**src/rtl/cla_wide_add_sequencer.sv**
```systemverilog
// Multi-precision adder sequencer: streams WORDS x 16-bit operands through an external
// 16-bit CLA with ADD_LAT cycles of latency. Optional `SUBTRACT_EN adds the sub port.
module cla_wide_add_sequencer #(
    parameter int WORDS   = 4,
    parameter int ADD_LAT = 1
) (
    input  logic                  Clk,
    input  logic                  Rs,
    input  logic                  start,
    input  logic [16*WORDS-1:0]   op_a,
    input  logic [16*WORDS-1:0]   op_b,
    input  logic                  cin,
`ifdef SUBTRACT_EN
    input  logic                  sub,
`endif
    output logic                  busy,
    output logic                  done,
    output logic [16*WORDS-1:0]   result,
    output logic                  cout,
    output logic [15:0]           add_a,
    output logic [15:0]           add_b,
    output logic                  add_cin,
    input  logic [15:0]           add_sum,
    input  logic                  add_cout
);

    localparam int KW = (WORDS > 1) ? $clog2(WORDS) : 1;
    localparam int CW = $clog2(ADD_LAT + 1) + 1;

    typedef enum logic [1:0] {S_IDLE, S_ISSUE, S_WAIT, S_DONE} state_t;

    state_t                state, nxt;
    logic [16*WORDS-1:0]   a_lat, b_lat;
    logic                  cin_lat, carry;
    logic [KW-1:0]         k;
    logic [CW-1:0]         wcnt;
    logic                  last, cap, accept;

    assign last   = (k == KW'(WORDS - 1));
    assign accept = start && (state == S_IDLE || state == S_DONE);
    assign cap    = (state == S_ISSUE && ADD_LAT == 0) ||
                    (state == S_WAIT && wcnt == CW'(ADD_LAT));

    always_ff @(posedge Clk) begin
        if (Rs) state <= S_IDLE;
        else    state <= nxt;
    end

    always_comb begin
        nxt     = state;
        busy    = 1'b0;
        done    = 1'b0;
        add_a   = '0;
        add_b   = '0;
        add_cin = 1'b0;
        case (state)
            S_IDLE:  if (start) nxt = S_ISSUE;
            S_ISSUE: nxt = cap ? (last ? S_DONE : S_ISSUE) : S_WAIT;
            S_WAIT:  if (cap) nxt = last ? S_DONE : S_ISSUE;
            S_DONE:  nxt = start ? S_ISSUE : S_IDLE;
            default: nxt = S_IDLE;
        endcase
        if (state == S_ISSUE || state == S_WAIT) begin
            busy    = 1'b1;
            add_a   = a_lat[{k, 4'b0000} +: 16];
            add_b   = b_lat[{k, 4'b0000} +: 16];
            add_cin = (k == '0) ? cin_lat : carry;
        end
        if (state == S_DONE) done = 1'b1;
    end

    // Subtraction folds into the latched operands: B is stored inverted and word-0 carry forced high.
    always_ff @(posedge Clk) begin
        if (Rs) begin
            a_lat   <= '0;
            b_lat   <= '0;
            cin_lat <= 1'b0;
            carry   <= 1'b0;
            k       <= '0;
            wcnt    <= '0;
            result  <= '0;
            cout    <= 1'b0;
        end else begin
            if (accept) begin
                a_lat <= op_a;
                k     <= '0;
`ifdef SUBTRACT_EN
                b_lat   <= sub ? ~op_b : op_b;
                cin_lat <= sub ? 1'b1 : cin;
`else
                b_lat   <= op_b;
                cin_lat <= cin;
`endif
            end
            if (state == S_ISSUE)     wcnt <= CW'(1);
            else if (state == S_WAIT) wcnt <= wcnt + CW'(1);
            if (cap) begin
                result[{k, 4'b0000} +: 16] <= add_sum;
                carry <= add_cout;
                if (last) cout <= add_cout;
                else      k    <= k + KW'(1);
            end
        end
    end

endmodule

```
**config.mk**
```make
export PLATFORM = sky130hd
export DESIGN_NAME = cla_wide_add_sequencer
export DESIGN_NICKNAME = d
export VERILOG_FILES = /design/src/rtl/cla_wide_add_sequencer.sv
export SDC_FILE = /design/constraint.sdc
export NUM_CORES = 1
export LEC_CHECK = 0
export BUFFER_PORTS_ARGS = -buffer_cell sky130_fd_sc_hd__buf_2
export CORE_ASPECT_RATIO = 1.2
export CORE_MARGIN = 4
export CORE_UTILIZATION = 52
export DETAILED_ROUTE_END_ITERATION = 12
export GPL_ROUTABILITY_DRIVEN = 0
export PLACE_DENSITY = 0.89
export SYNTH_ARGS = -nofsm -noshare
export SYNTH_HDL_FRONTEND = slang
export SYNTH_SLANG_ARGS = --single-unit
```
**constraint.sdc**
```tcl
create_clock -name Clk -period 2.15 [get_ports Clk]
set_input_delay 0.1075 -clock Clk [delete_from_list [all_inputs] [get_ports Clk]]
set_output_delay 0.1075 -clock Clk [all_outputs]
set_load 0.01 [all_outputs]
```
==> metrics <==
status=finished clean; global-route usage over all layers=0.314; Comb power frac=0.158; Startpoint Class=flip-flop; Fin. Hold Viols=0; Clock Latency Late Sink=0.49 ns; Layout area overhead=43.0%; Hold Path Class=in -> reg; antenna viol nets, final=0; WS Path Type=reg -> out; clock skew after layout=0.00713 ns; Vias=8516; port bufs=248; dpl cells=1298; count of final setup violators=0; Mapped Cells=898; footprint of the multi-input gates=3860 um2; DRC Markers=0; min Tclk post-route=2.08 ns; max_cap viols=0; Detailed Route WL=29.2 mm; clock root buffer=clkbuf_16; number of global-route vias before repair=8760; post-route insts no fill=1489; actual slew at the worst max-slew pin=0.789 ns; Final Instance Area=11900 um2; synth unique cells=35; P per Cell Area=789 nW/um2; wire per inst=19.6 um; asr flop ratio synth=0; top cell type's share of synthesized area=0.484; Clock Power Share=0.406; drt pass-1 iters=9; Place WS=0.176 ns; top post-synthesis cells by area=dfxtp_1, nand2_1, mux4_2, a21oi_1, a22o_1; initial core utilization=0.531; Post-synth EDFFs=0; fin. max-slew vios=0; period utilization=0.969; P_int=6.94 mW; Die Area=18100 um2; cell taking the most area after synthesis=dfxtp_1; Syn Nets=1058; share of power burned in registers=0.436; Synth warnings=0; largest net degree at the start of global routing=79; initial DRC count=822; RSZ-0062 raised after global routing=true; global-route wire length before repair=45.2 mm; r2r setup slk=0.16 ns; Max Fclk=0.480 GHz; leakage power=5.10 nW; CTS tree=yes; GR Overflow Total=0; Total Power Consumption=9.38 mW; TritonCTS buffer count=20; Primary FF master, synth=dfxtp_1; Worst Path Required=2.04 ns; layout net count=1423; Reg clk slew, reported paths=0.06 ns; Relative slew margins=0.474; Core ar.=15600 um2; Post-DP HPWL=15.6 mm; Peak VDD IR=0.689 mV; layout cell share with drive strength beyond 1=0.287; switching power=2.44 mW; dpl cell area=9600 um2; final setup margin=0.0664 ns; crit path DAT=1.98 ns; Worst Path Max Fanout=17; vias per cell=5.72; Yosys reg bits=201; boundary pin count=249; sw frac=0.260; Num Clock Sinks=201; Register Area=4030 um2; # rows=50; CP endpoint kind=output pin; H-tree levels=1; DIE WIDTH=123 um; Die Ht=146 um; # fillers=952; Seq/Total Area, Yosys=0.484; Synth Cell Area=8310 um2; Clock Tree Buf Depth=3; initial antenna violation count=4; fin util=0.760; Mapped Avg Cell Area=9.25 um2
cells in the mapped netlist (all sizes together) (2+ instances only):
| master | n |
|---|---|
| nand3b | 3 |
| a21oi | 154 |
| nand2b | 3 |
| mux4 | 32 |
| o211ai | 2 |
| nor2 | 3 |
| nor4 | 3 |
| nand2 | 280 |
| ha | 11 |
| nand3 | 19 |
| a22o | 48 |
| nor2b | 18 |
| clkbuf | 12 |
| inv | 5 |
| buf | 61 |
| and2 | 33 |
| dfxtp | 201 |
per-stage QoR:
| step | hold slack [ns] | TNS (ns) |
|---|---|---|
| finish | 0.114 | 0 |
| global route | 0.121 | -0.0544 |
| CTS | 0.0743 | 0 |
| detailed placement | 0.354 | 0 |
| global placement | 0.350 | 0 |
| floorplan | 0.238 | 0 |
worst paths after layout:
check | from | to | cells after the start
worst max-delay path | state[0] | add_b[0] | 5
worst min-delay path | start | state[0] | 3
worst max register to register | state[0] | result[43] | 5
worst min register to register | a_lat[40] | a_lat[40] | 2
metal layers:
metal  share of wire  up-vias  global-route usage
met5               0        -                   0
met4           0.071        0               0.200
met3           0.079      170              0.0566
met2            0.52      563               0.562
met1            0.33     3985               0.330
li1                -     3798                   -
registers in the layout, summed over array words and instances (netlist names):
register and count:
a_lat 64, cout 1, carry 1, cin_lat 1, state 2, wcnt 2
k 2, b_lat 64, result 64
worst max-delay path, stage by stage, from the launching register on:
cell,delay [ns]
dfxtp_1,0.37
inv_1,0.10
ha_1,0.40
buf_4,0.26
and2_1,0.20
buf_2,0.15
cell families after synthesis:
| logic type | synth area share |
|---|---|
| multiplexers | 0.0880 |
| flip-flops | 0.484 |
| AO/OA/AOI/OAI | 0.156 |
| buffers and inverters | 0.0535 |
| AND/OR/NAND/NOR | 0.201 |
| adder cells (fa/ha/maj) | 0.0166 |
cells in the final DEF (no fill, tap or decap), drive strengths merged, types with 2 or more instances in the layout:
master       netlist  routed
bufinv             0       3
nand2b             3       3
clkinv             0       5
ha                11      11
a22o              48      48
and2              33      33
nand3b             3       3
nor2b             18      18
buf               61     268
diode              0       4
clkbuf            12      29
a21oi            154     154
nor2               3       3
mux4              32      32
o211ai             2       2
inv                5       5
dfxtp            201     201
nand2            280     280
nor4               3       3
nand3             19      19
dlygate4sd3        0     147
final cells by class:
cell class	count	area share
flip-flops and latches	201	0.339
multi-input cells	619	0.325
repair buffers	416	0.251
clock buffers	28	0.0507
well taps	208	0.0219
clock inverters	8	0.0103
inverters	5	0.00158
diodes	4	0.000843
power by group through the flow:
stage                     clock, mW  sequential (mW)  combinational (mW)
final                          3.81             4.09                1.48
after floorplan                   0             4.12               0.803
after global routing           3.98             4.11                1.60
after global placement            0             4.14                1.15
after detailed placement          0             4.16                1.19
after CTS                      3.81             4.08                1.41
timing repair:
item	4_1_cts	5_1_grt
pin swaps	0	1
resized for setup	0	3
endpoints found under the setup margin	1	22
hold buffers	147	0
gates cloned	1	1
hold endpoints to repair	147	0
buffers inserted	0	2
No activity file was read; power rests on OpenSTA's default activity.
